[src/rtl/int_ctrl_pkg.sv]
// Shared definitions for the interrupt controller: FSM encoding,
// the default source count and the symbolic source indices.
package int_ctrl_pkg;

  // Handshake FSM encoding
  typedef enum logic [1:0] {
    IDLE    = 2'b00,
    REQ     = 2'b01,
    SERVICE = 2'b10
  } state_t;

  // Default number of interrupt sources (Sw0..Sw3, North_Button)
  localparam int DEFAULT_NUM_SRC = 5;

  // Source indices; a lower index means a higher priority
  localparam int SRC_SW0   = 0;
  localparam int SRC_SW1   = 1;
  localparam int SRC_SW2   = 2;
  localparam int SRC_SW3   = 3;
  localparam int SRC_NORTH = 4;

endpackage : int_ctrl_pkg

[src/rtl/interrupt_controller_if.sv]
// Signal bundle between the interrupt controller, the interrupt register
// and the control unit. The controller connects through the slave modport;
// the master modport is the view of the surrounding processor logic.
interface interrupt_controller_if
  import int_ctrl_pkg::*;
#(
  parameter int NUM_SRC = DEFAULT_NUM_SRC,
  parameter int ADDR_W  = 16
) ();

  // Interrupt register side
  logic [NUM_SRC-1:0] Src_State;
  logic [NUM_SRC-1:0] Mask_Data;
  logic               Mask_Write;
  logic               Clear_Write;
  logic [NUM_SRC-1:0] Clear_Sel;
  logic [NUM_SRC-1:0] Pending;

  // Control unit side
  logic               Int_Ack;
  logic               Int_Done;
  logic               Irq;
  logic [2:0]         Int_Id;
  logic [ADDR_W-1:0]  Int_Vector;
  logic               In_Service;

  modport slave (
    input  Src_State, Mask_Data, Mask_Write, Int_Ack, Int_Done,
    output Irq, Int_Id, Int_Vector, In_Service, Clear_Write, Clear_Sel, Pending
  );

  modport master (
    output Src_State, Mask_Data, Mask_Write, Int_Ack, Int_Done,
    input  Irq, Int_Id, Int_Vector, In_Service, Clear_Write, Clear_Sel, Pending
  );

endinterface : interrupt_controller_if

[src/rtl/int_priority_enc.sv]
// Combinational fixed-priority encoder: the lowest set index wins.
module int_priority_enc
  import int_ctrl_pkg::*;
#(
  parameter int NUM_SRC = DEFAULT_NUM_SRC
) (
  input  logic [NUM_SRC-1:0] req,
  output logic               valid,
  output logic [2:0]         idx
);

  // Scan from the highest index down so the lowest set index is written last
  always_comb begin
    // NOTE: every output gets a default before the loop; without it a
    // combinational block that only assigns conditionally infers a latch.
    valid = 1'b0;
    idx   = '0;
    for (int i = NUM_SRC - 1; i >= 0; i--) begin
      if (req[i]) begin
        valid = 1'b1;
        idx   = 3'(i);
      end
    end
  end

endmodule : int_priority_enc

[src/rtl/interrupt_controller.sv]
// Interrupt controller: edge-detects the source state bits into pending
// flags, gates them with a software mask, picks the highest-priority
// request and runs the request/acknowledge/done handshake with the
// control unit. On acknowledge it pulses a clear back to the interrupt
// register for the serviced source.
module interrupt_controller
  import int_ctrl_pkg::*;
#(
  parameter int                NUM_SRC       = DEFAULT_NUM_SRC,
  parameter int                ADDR_W        = 16,
  parameter logic [ADDR_W-1:0] VECTOR_BASE   = ADDR_W'(16'h0100),
  parameter logic [ADDR_W-1:0] VECTOR_STRIDE = ADDR_W'(16'h0010)
) (
  input  logic                  CLK,
  input  logic                  CLR,
  interrupt_controller_if.slave bus
);

  state_t             state;
  state_t             next_state;

  logic [NUM_SRC-1:0] prev;        // previous Src_State sample
  logic [NUM_SRC-1:0] pending;     // raw edge-captured requests
  logic [NUM_SRC-1:0] mask;        // 1 = source may be arbitrated
  logic [NUM_SRC-1:0] edges;       // rising edges seen this cycle
  logic [NUM_SRC-1:0] active;      // pending and enabled
  logic [NUM_SRC-1:0] ack_sel;     // one-hot of the latched source

  logic               win_valid;
  logic [2:0]         win_idx;
  logic [2:0]         int_id;

  logic               latch_id;    // IDLE -> REQ: capture the winner
  logic               take_ack;    // REQ accepted this cycle

  logic               clear_write;
  logic [NUM_SRC-1:0] clear_sel;

  assign edges   = bus.Src_State & ~prev;
  assign active  = pending & mask;
  assign ack_sel = NUM_SRC'(1) << int_id;

  int_priority_enc #(
    .NUM_SRC (NUM_SRC)
  ) u_priority_enc (
    .req   (active),
    .valid (win_valid),
    .idx   (win_idx)
  );

  // Handshake state register
  always_ff @(posedge CLK or negedge CLR) begin
    // NOTE: sequential state uses non-blocking assignments so every
    // register samples the pre-edge values regardless of block order.
    if (!CLR) begin
      state <= IDLE;
    end else begin
      state <= next_state;
    end
  end

  // Next-state logic and one-cycle control decodes for the handshake
  always_comb begin
    next_state = state;
    latch_id   = 1'b0;
    take_ack   = 1'b0;
    case (state)
      IDLE: begin
        if (win_valid) begin
          latch_id   = 1'b1;
          next_state = REQ;
        end
      end
      REQ: begin
        // The latched request stays up even if its mask bit drops here
        if (bus.Int_Ack) begin
          take_ack   = 1'b1;
          next_state = SERVICE;
        end
      end
      SERVICE: begin
        // No nesting: anything newly pending waits for Int_Done
        if (bus.Int_Done) begin
          next_state = IDLE;
        end
      end
      default: begin
        next_state = IDLE;
      end
    endcase
  end

  // Edge capture, pending bookkeeping and mask register
  always_ff @(posedge CLK or negedge CLR) begin
    if (!CLR) begin
      prev    <= '0;
      pending <= '0;
      mask    <= '0;
    end else begin
      prev <= bus.Src_State;
      // A fresh edge on the acknowledged source re-arms it: set wins
      pending <= (pending & ~({NUM_SRC{take_ack}} & ack_sel)) | edges;
      if (bus.Mask_Write) begin
        mask <= bus.Mask_Data;
      end
    end
  end

  // Latched source id and the clear strobe toward the interrupt register
  always_ff @(posedge CLK or negedge CLR) begin
    if (!CLR) begin
      int_id      <= '0;
      clear_write <= 1'b0;
      clear_sel   <= '0;
    end else begin
      clear_write <= take_ack;
      if (latch_id) begin
        int_id <= win_idx;
      end
      if (take_ack) begin
        clear_sel <= ack_sel;
      end
    end
  end

  // All outputs come from registers or decodes of registered state
  assign bus.Irq         = (state == REQ);
  assign bus.In_Service  = (state == SERVICE);
  assign bus.Int_Id      = int_id;
  assign bus.Int_Vector  = VECTOR_BASE + ADDR_W'(int_id) * VECTOR_STRIDE;
  assign bus.Clear_Write = clear_write;
  assign bus.Clear_Sel   = clear_sel;
  assign bus.Pending     = pending;

endmodule : interrupt_controller

[src/flat_wrapper.sv]
// flat-port wrapper written by rule: the top's interface ports become plain ports
module interrupt_controller_flat import int_ctrl_pkg::*;
#(
  parameter int                NUM_SRC       = DEFAULT_NUM_SRC,
  parameter int                ADDR_W        = 16,
  parameter logic [ADDR_W-1:0] VECTOR_BASE   = ADDR_W'(16'h0100),
  parameter logic [ADDR_W-1:0] VECTOR_STRIDE = ADDR_W'(16'h0010)
)
  (CLK, CLR, bus_Src_State, bus_Mask_Data, bus_Mask_Write, bus_Int_Ack, bus_Int_Done, bus_Irq, bus_Int_Id, bus_Int_Vector, bus_In_Service, bus_Clear_Write, bus_Clear_Sel, bus_Pending);
  interrupt_controller_if #(.NUM_SRC(NUM_SRC), .ADDR_W(ADDR_W)) bus_i ();
  input  logic CLK;
  input  logic CLR;
  input wire logic [$bits(bus_i.Src_State)-1:0] bus_Src_State;
  input wire logic [$bits(bus_i.Mask_Data)-1:0] bus_Mask_Data;
  input wire logic [$bits(bus_i.Mask_Write)-1:0] bus_Mask_Write;
  input wire logic [$bits(bus_i.Int_Ack)-1:0] bus_Int_Ack;
  input wire logic [$bits(bus_i.Int_Done)-1:0] bus_Int_Done;
  output wire logic [$bits(bus_i.Irq)-1:0] bus_Irq;
  output wire logic [$bits(bus_i.Int_Id)-1:0] bus_Int_Id;
  output wire logic [$bits(bus_i.Int_Vector)-1:0] bus_Int_Vector;
  output wire logic [$bits(bus_i.In_Service)-1:0] bus_In_Service;
  output wire logic [$bits(bus_i.Clear_Write)-1:0] bus_Clear_Write;
  output wire logic [$bits(bus_i.Clear_Sel)-1:0] bus_Clear_Sel;
  output wire logic [$bits(bus_i.Pending)-1:0] bus_Pending;
  assign bus_i.Src_State = bus_Src_State;
  assign bus_i.Mask_Data = bus_Mask_Data;
  assign bus_i.Mask_Write = bus_Mask_Write;
  assign bus_i.Int_Ack = bus_Int_Ack;
  assign bus_i.Int_Done = bus_Int_Done;
  assign bus_Irq = bus_i.Irq;
  assign bus_Int_Id = bus_i.Int_Id;
  assign bus_Int_Vector = bus_i.Int_Vector;
  assign bus_In_Service = bus_i.In_Service;
  assign bus_Clear_Write = bus_i.Clear_Write;
  assign bus_Clear_Sel = bus_i.Clear_Sel;
  assign bus_Pending = bus_i.Pending;
  interrupt_controller #(.NUM_SRC(NUM_SRC), .ADDR_W(ADDR_W), .VECTOR_BASE(VECTOR_BASE), .VECTOR_STRIDE(VECTOR_STRIDE)) u_core (.CLK(CLK), .CLR(CLR), .bus(bus_i));
endmodule
[config.mk]
export PLATFORM = sky130hd
export DESIGN_NAME = interrupt_controller_flat
export DESIGN_NICKNAME = d
export VERILOG_FILES = /design/src/rtl/int_ctrl_pkg.sv /design/src/rtl/interrupt_controller_if.sv /design/src/rtl/int_priority_enc.sv /design/src/rtl/interrupt_controller.sv /design/src/flat_wrapper.sv
export SDC_FILE = /design/constraint.sdc
export NUM_CORES = 1
export LEC_CHECK = 0
export ABC_CLOCK_PERIOD_IN_PS = 1000
export BUFFER_PORTS_ARGS = -buffer_cell sky130_fd_sc_hd__buf_4
export CAP_MARGIN = 20
export CELL_PAD_IN_SITES_DETAIL_PLACEMENT = 1
export CELL_PAD_IN_SITES_GLOBAL_PLACEMENT = 1
export CORE_UTILIZATION = 31
export DETAILED_ROUTE_END_ITERATION = 12
export HOLD_SLACK_MARGIN = 0.08
export PLACE_DENSITY = 0.79
export SLEW_MARGIN = 10
export SYNTH_ARGS = -nofsm -noshare
export SYNTH_HDL_FRONTEND = slang
export SYNTH_SLANG_ARGS = --single-unit
export TNS_END_PERCENT = 10
[constraint.sdc]
create_clock -name CLK -period 1 [get_ports CLK]
set_input_delay 0.2 -clock CLK [delete_from_list [all_inputs] [get_ports CLK]]
set_output_delay 0.2 -clock CLK [all_outputs]
set_load 0.05 [all_outputs]
# Yosys cells after proc, flatten, opt, wreduce, memory -nomap -nowiden
# Index checks and enable logic that the tools add are counted.
[word_totals]
regBits = 26
inputBits = 15
output_inout_bits = 32
word_cells = 41
[op_classes]
addsub = 1
eq_ne = 5
n_shift = 1
mux = 18
bitwise_logic = 7
n_reduce_logical = 2
[op_table]
columns = ["op", "n"]
rows = [
  ["$and 5x5->5", 4],
  ["$mux 3", 5],
  ["$add 9x7->10 const A", 1],
  ["$not 5->5", 2],
  ["$mux 1", 9],
  ["$mux 2", 3],
  ["$ne 2x2->1 const B", 3],
  ["$pmux 2 s3", 1],
  ["$or 5x5->5", 1],
  ["$shl 1x3->5 const A", 1],
  ["$reduce_and 3->1", 1],
  ["$eq 2x1->1 const B", 1],
  ["$eq 2x2->1 const B", 1],
  ["$logic_not 2->1", 1],
]

# Logic depth before layout (Yosys ltp)
# Gate-level depths: netlist of run 1.
[logic_depth]
ltp_word = 8
ltp_mapped = 4
mapped_depth_nobuf = 4

# By module
# From an unflattened synthesis of run 1, not the netlist that was laid out.
[hier_totals]
cells_unflattened = 102
hier_area_um2 = 1157.4
[modules_own_cells]
columns = ["module", "n_inst", "cells_each", "area_each_um2", "seq_area_each_um2"]
rows = [
  ["interrupt_controller", 1, 94, 1108.6, 650.6],
  ["int_priority_enc", 1, 8, 48.8, 0.0],
]

# Worst setup path after synthesis of run 1
# OpenSTA, ideal clock, no wires.
[synth_path]
path_kind = "flip-flop to flip-flop"
startpoint = "reg u_core.int_id[2] (netlist: u_core.bus.Int_Id[2])"
endpoint = "reg u_core.pending[1] (netlist: u_core.bus.Pending[1])"
setup_time_ns = 0.121
arrival_ns = 1.272
required_time_ns = 0.879
setup_slack_ns = -0.393
stages_incl_launch_ff = 4
path_buffers = 0
synth_period_minus_slack_ns = 1.393
path_cell_list = "dfrtp_1 > and4bb_1 > nand3_1 > a22o_1"
[synth_between]
elab_chain_cells = 5
[synth_rtl]
columns = ["item", "line", "rtl"]
rows = [
  ["start: declaration", "interrupt_controller.sv:31", "logic [2:0] int_id;"],
  ["start signal: assignment", "interrupt_controller.sv:118", "int_id <= win_idx;"],
  ["$shl 1x3->5", "interrupt_controller.sv:41", "assign ack_sel = NUM_SRC'(1) << int_id;"],
  ["$and 5x5->5", "interrupt_controller.sv:102", "pending <= (pending & ~({NUM_SRC{take_ack}} & ack_sel)) | edges;"],
  ["$not 5->5", "interrupt_controller.sv:102", ""],
  ["$and 5x5->5", "interrupt_controller.sv:102", ""],
  ["$or 5x5->5", "interrupt_controller.sv:102", ""],
  ["end signal: assignment", "interrupt_controller.sv:102", ""],
  ["end: declaration", "interrupt_controller.sv:23", "logic [NUM_SRC-1:0] pending;"],
]
# Every way passes these cells.
# A chain may end at the register's enable or synchronous reset.

# Final worst setup path of run 1
[layout_path]
startpoint = "reg u_core.state[1]"
endpoint = "out bus_Irq"
[layout_between]
elab_chain_cells = 1
[layout_rtl]
columns = ["item", "line", "rtl"]
rows = [
  ["start: declaration", "interrupt_controller.sv:19", "state_t state;"],
  ["start signal: assignment", "interrupt_controller.sv:58", "state <= next_state;"],
  ["$eq 2x1->1", "interrupt_controller.sv:127", "assign bus.Irq = (state == REQ);"],
  ["end: declaration", "flat_wrapper.sv:18", "output wire logic [$bits(bus_i.Irq)-1:0] bus_Irq;"],
]
# Every way passes these cells.

==> flow_summary.toml, run 1 <==
[layout]
multi_input_comb_area_um2 = 443
antenna_cells = 0
fin_area_um2 = 1850
regArea_um2 = 658
layout_cells_sized_above_1_pct = 53.6
design.final.nets = 184
layout.filler_cells = 383
post_layout_nonfiller_instances = 214
signed_area_change_from_the_synthesized_netlist_to_the_final_layout_pct = 64.3

[placed_design]
detailed_place_hpwl_um = 2270
postPlaceCellArea_um2 = 1540
numPortBuffers = 33
numPlacedInstances = 200
gpl.final_weighted_congestion = 0.843
place_ws_ps = -260

[routing]
drc_errors = 0
routed_wirelength_um = 3460
detail-route-antenna-nets = 0
wire_per_inst_um = 16.2
vias_per_cell = 4.61
first_pass_iters = 4
drt_iter0_drc = 31
routed-via-count = 986

[critical_path]
crit-reg2reg-launch = "u_core.state[1]"
critical-path-max-stage-delay_ps = 410
critical_path_fanout_max = 2
cp_slowest_cell = "sky130_fd_sc_hd__dfrtp_1"
regToRegSetupSlack_ps = -340
worstPathRequired_ps = 800
cp-start-kind = "register"
number_of_cells_traversed_by_the_worst_register_to_register_path = 4
worst_path_arrival_time_ps = 1170
cell_by_cell_listing_of_the_critical_path = "buf_6 -> nor2b_4 -> buf_8"
worst-setup-path-type = "register to output port"
worstReg2RegEnd = "u_core.bus.Pending[1]"
crit_path_start = "u_core.state[1]"
setup.worst_path.end_class = "output port"

[grt]
wire_length_of_the_first_global_routing_pass_um = 5160
overflow = 0
grt_pass1_vias = 1066
grt_start_max_net_pins = 27
grt_util_all_layers_pct = 17.6
use_met2_pct = 34.1
groute.layer.met1.usage_pct = 18.4
grt_antenna_before_repair = 0
met3_usage_grt_pct = 1.29
gr-max-usage-layer = "met2"

[status]
outcome = "finished with violations"
failed_checks = "setup timing"

[min_path]
worst_hold_startpoint = "bus_Mask_Data[0]"
hold_class = "input port to register"
whs_path_depth = 2
hold_path_end = "u_core.mask[0]"

[timing]
finalHoldViolCount = 0
period_needed_ps = 1370
clock-skew-final_ps = 5.36
fmaxAchievable_mhz = 732
setup_repair_after_global_routing_missed_its_margin = "yes"
final-max-slew-violation-count = 0
post-route-period-util_pct = 137
report.final.setup_viol = 33
postLayoutSetupSlackWorst_ps = -367

[logic_synthesis]
avgSynthCellArea_um2 = 11.0
synth_common_cells = "sky130_fd_sc_hd__dfrtp_1, sky130_fd_sc_hd__buf_4, sky130_fd_sc_hd__nand2_1"
most_area_consuming_cells_after_synthesis = "sky130_fd_sc_hd__dfrtp_1, sky130_fd_sc_hd__buf_4, sky130_fd_sc_hd__nand2_1"
largest_area_contributor_in_the_synthesized_netlist = "sky130_fd_sc_hd__dfrtp_1"
synth.distinct_cells = 25
synthesis.area_um2 = 1130
post-synth-top-area-fraction_pct = 57.6
synth_seq_area_share_pct = 57.6
yosys_warnings = 0
gate_count_post_synth = 103
yosys_register_bits = 26
count_of_flip_flops_with_a_built_in_enable_after_synthesis = 0
asyncSetResetFlopFracSynth_pct = 100
synthMostInstantiatedCell = "sky130_fd_sc_hd__dfrtp_1"
yosys_most_used_dff = "sky130_fd_sc_hd__dfrtp_1"

[pwr]
power-per-cell-area_nw_per_um2 = 3130
peakVddDrop_mv = 1.31
leakage_nw = 0.936

[clock_network]
path_clk_slew_ps = 150
clock_latency_ps = 330
htree_num_levels = 1
cts-root-buf = "sky130_fd_sc_hd__clkbuf_4"
clkSinkCount = 26
clock_path_buffers = 2
tritoncts_clock_tree = "done"
cts_buffers = 3

[run]
maxCapViolations = 0

[floorplanning]
die_height_um = 62.3
rows = 21
die-area_um2 = 3890
io_pins = 47
fp.coreArea_um2 = 3420
floorplan.die.width_um = 62.3
starting_density_pct = 33.0
## report_power, final
group          total [mW]  internal (mW)  switching (mW)
clock network       0.552          0.223           0.329
registers            1.56           1.34           0.218
logic                3.69           1.53            2.16
## through the flow
step	util, %	power (mW)	hold WS, ps	setup TNS, ps
2_1_floorplan	-	3.36	-95.6	-2890
3_3_place_gp	45.0	4.33	122	-1340
3_5_place_dp	45.0	4.44	125	-2290
4_1_cts	52.6	5.54	97.5	-6860
5_1_grt	54.3	6.03	88.8	-8210
6_report	54.3	5.80	89.8	-7160
## state kept, by name, indices dropped and copies added (netlist names)
name	flops
u_core.bus.Pending	5
u_core.bus.Clear_Sel	5
u_core.mask	5
u_core.state	2
u_core.bus.Int_Id	3
u_core.bus.Clear_Write	1
u_core.prev	5
## how the worst max path moves through the flow
stage | to | slack, ps | depth (start not counted)
after detailed placement | u_core.bus.Pending[3] | -260 | 3
after global routing | bus_Irq | -380 | 3
after floorplan | u_core.bus.Pending[1] | -270 | 3
final | bus_Irq | -370 | 3
after global placement | u_core.bus.Pending[1] | -160 | 3
after CTS | bus_Irq | -330 | 3
## cells in the final DEF (no fill, tap or decap), types with 3 or more instances in the layout
cell and count:
sky130_fd_sc_hd__clkbuf_4 3, sky130_fd_sc_hd__dfrtp_1 20, sky130_fd_sc_hd__nand2_1 15, sky130_fd_sc_hd__buf_6 20, sky130_fd_sc_hd__dlygate4sd3_1 7, sky130_fd_sc_hd__a22o_1 5
sky130_fd_sc_hd__nand3_2 3, sky130_fd_sc_hd__buf_4 34, sky130_fd_sc_hd__inv_1 7, sky130_fd_sc_hd__buf_8 5, sky130_fd_sc_hd__conb_1 13, sky130_fd_sc_hd__dfrtp_2 6
sky130_fd_sc_hd__mux2_2 5
## layout make-up
class	count	share of cell area, %
clock buffers	4	1.96
multi-input cells	63	23.9
repair buffers	66	33.7
inverters	9	1.82
flip-flops and latches	26	35.5
well taps	46	3.10
## layer usage
layer	vias up	share of wire, %
met4	0	3.3
li1	446	-
met1	500	37
met5	-	0
met2	32	57
met3	8	2.6
## timing repair
action,4_1_cts,5_1_grt
setup buffers,2,1
hold buffers,7,0
setup endpoints to repair,34,34
pin swaps,4,2
gates resized for setup,38,12
endpoints found under the hold margin,32,0
## cells by family (layout without fill, tap and decap cells)
family / Yosys count / count (layout) / synth area share, %
mux: 5 / 5 / 4.99
buf+inv: 25 / 79 / 13.6
compound gates: 17 / 17 / 11.0
simple gates: 28 / 28 / 12.1
other cells: 2 / 13 / 0.665
flops: 26 / 26 / 57.6
## critical path: cells and delay by family, from the launching register on
kind / cells / cell delay, ps
buf+inv: 2 / 290
flops: 1 / 410
simple gates: 1 / 130
(Power assumes the default switching activity.)
==> run 2, diff against run 1 <==
Settings changed: SETUP_SLACK_MARGIN from default to 0.3.
==> run 2 against run 1 <==
The run still ends with setup timing left; non-clock buffer count rose by 2; sequential power about the same; utilization up 0.77 points; critical path depth increased by 1; fmax grew 1.0%; first-iteration DRC count increased by 61%; clock power shrank 23%; sequential share of layout area is 0.43 points lower; count of clock-buffer cells in the layout decreased by 1.
==> flow_summary.toml, run 2 (same netlist as run 1, synthesis figures left out) <==
[critical_path]
setup.worst_path.end_class = "register"
worst_path_arrival_time_ps = 1560
critical_path_fanout_max = 4
critical-path-max-stage-delay_ps = 440
cp-start-kind = "register"
cell_by_cell_listing_of_the_critical_path = "buf_4 -> and4bb_4 -> nand3_2 -> a22o_1"
worstPathRequired_ps = 1200
worst-setup-path-type = "register to register"
cp_slowest_cell = "sky130_fd_sc_hd__dfrtp_1"

[clock_network]
cts-root-buf = "sky130_fd_sc_hd__clkbuf_4"
path_clk_slew_ps = 130
tritoncts_clock_tree = "done"
clkSinkCount = 26
cts_buffers = 3
cts_hold_buffers = 6
clock_latency_ps = 310
htree_num_levels = 1
clock_path_buffers = 2

[routing]
drt_iter0_drc = 50
wire_per_inst_um = 15.3
vias_per_cell = 4.59
routed_wirelength_um = 3290
drc_errors = 0
detail-route-antenna-nets = 0
first_pass_iters = 4
routed-via-count = 987

[timing]
finalHoldViolCount = 0
whs_ps = 56.7
setup_repair_after_global_routing_missed_its_margin = "yes"
post-route-period-util_pct = 135
report.final.setup_viol = 35
clock-skew-final_ps = 6.23
postLayoutSetupSlackWorst_ps = -353
final-max-slew-violation-count = 0
fmaxAchievable_mhz = 739
period_needed_ps = 1350

[grt]
grt_pass1_vias = 1062
grt_antenna_before_repair = 0
grt_util_all_layers_pct = 18.4
wire_length_of_the_first_global_routing_pass_um = 5420
overflow = 0
grt_start_max_net_pins = 27

[pwr]
power-per-cell-area_nw_per_um2 = 3030
peakVddDrop_mv = 1.27
report.power.total_mw = 5.70
leakage_nw = 0.961

[min_path]
hold_class = "input port to register"

[run]
maxCapViolations = 0

[layout]
post_layout_nonfiller_instances = 215
layout_commonest_cell = "sky130_fd_sc_hd__buf_4"
design.final.nets = 186
signed_area_change_from_the_synthesized_netlist_to_the_final_layout_pct = 66.6
antenna_cells = 0
final_core_util_pct = 55.1
layout.cells.most_common_list = "sky130_fd_sc_hd__buf_4, sky130_fd_sc_hd__buf_6, sky130_fd_sc_hd__dfrtp_1, sky130_fd_sc_hd__nand2_1, sky130_fd_sc_hd__conb_1"
layout_cells_sized_above_1_pct = 55.6

[placed_design]
gpl.final_weighted_congestion = 0.836
place_ws_ps = -210
numPlacedInstances = 198
detailed_place_hpwl_um = 2200
numPortBuffers = 33

[floorplanning]
io_pins = 47
die-area_um2 = 3890
starting_density_pct = 33.0
rows = 21
floorplan.die.width_um = 62.3
die_height_um = 62.3
fp.coreArea_um2 = 3420

[status]
outcome = "finished with violations"
failed_checks = "setup timing"
==> run 2: cell count changes in the layout (fill, tap and decap cells not counted), sizes merged <==
cell         before  now
buf              59   62
clkbuf            4    3
dlygate4sd3       7    6
==> run 2: power breakdown <==
part           leakage [nW]  total [mW]  internal [mW]  switching, mW
clock                0.0138       0.423          0.141          0.282
combinational         0.645        3.70           1.57           2.12
sequential            0.302        1.58           1.35          0.238
==> run 2: area by class of cell <==
type / instances / area (um^2)
sequential: 26 / 659
inverter: 9 / 33.8
clock buffer: 3 / 22.5
tap: 46 / 57.6
fill: 370 / 1540
timing repair buffer: 68 / 646
multi-input combinational: 63 / 462
==> run 2: timing repair <==
item | CTS | global route
endpoints found under the hold margin | 32 | 1
pin swaps | 5 | 4
resized for setup | 48 | 10
setup endpoints to repair | 40 | 40
buffers inserted | 6 | 2
==> run 2: worst paths after layout <==
kind,slack (ps),cells after the start,from,to
max in group asynchronous,420,2,CLR,u_core.bus.Pending[2]
min reg2reg,520,2,u_core.bus.Clear_Sel[0],u_core.bus.Clear_Sel[0]
max,-350,4,u_core.state[1],u_core.bus.Pending[3]
max reg2reg,-350,4,u_core.state[1],u_core.bus.Pending[3]
min,60,2,bus_Int_Done,u_core.state[1]
min in group asynchronous,310,2,CLR,u_core.bus.Clear_Sel[0]
==> run 2: per-layer routing <==
layer / routed length, um / track usage (%)
met5: 0 / 0
met4: 82 / 4.94
met3: 137 / 5.33
met2: 1770 / 34.8
met1: 1300 / 19.7
==> run 2: through the flow <==
step / cell area (um^2) / setup TNS, ps
2_1_floorplan: 1180 / -2840
3_3_place_gp: 1520 / -1160
3_5_place_dp: 1520 / -1990
4_1_cts: 1830 / -6590
5_1_grt: 1880 / -9380
6_report: 1880 / -7460
==> run 2: critical path, delay by kind of cell, from the launching register on <==
family / cells / cell delay (ps)
buf+inv: 1 / 150
simple gates: 2 / 450
compound gates: 1 / 210
flops: 1 / 440
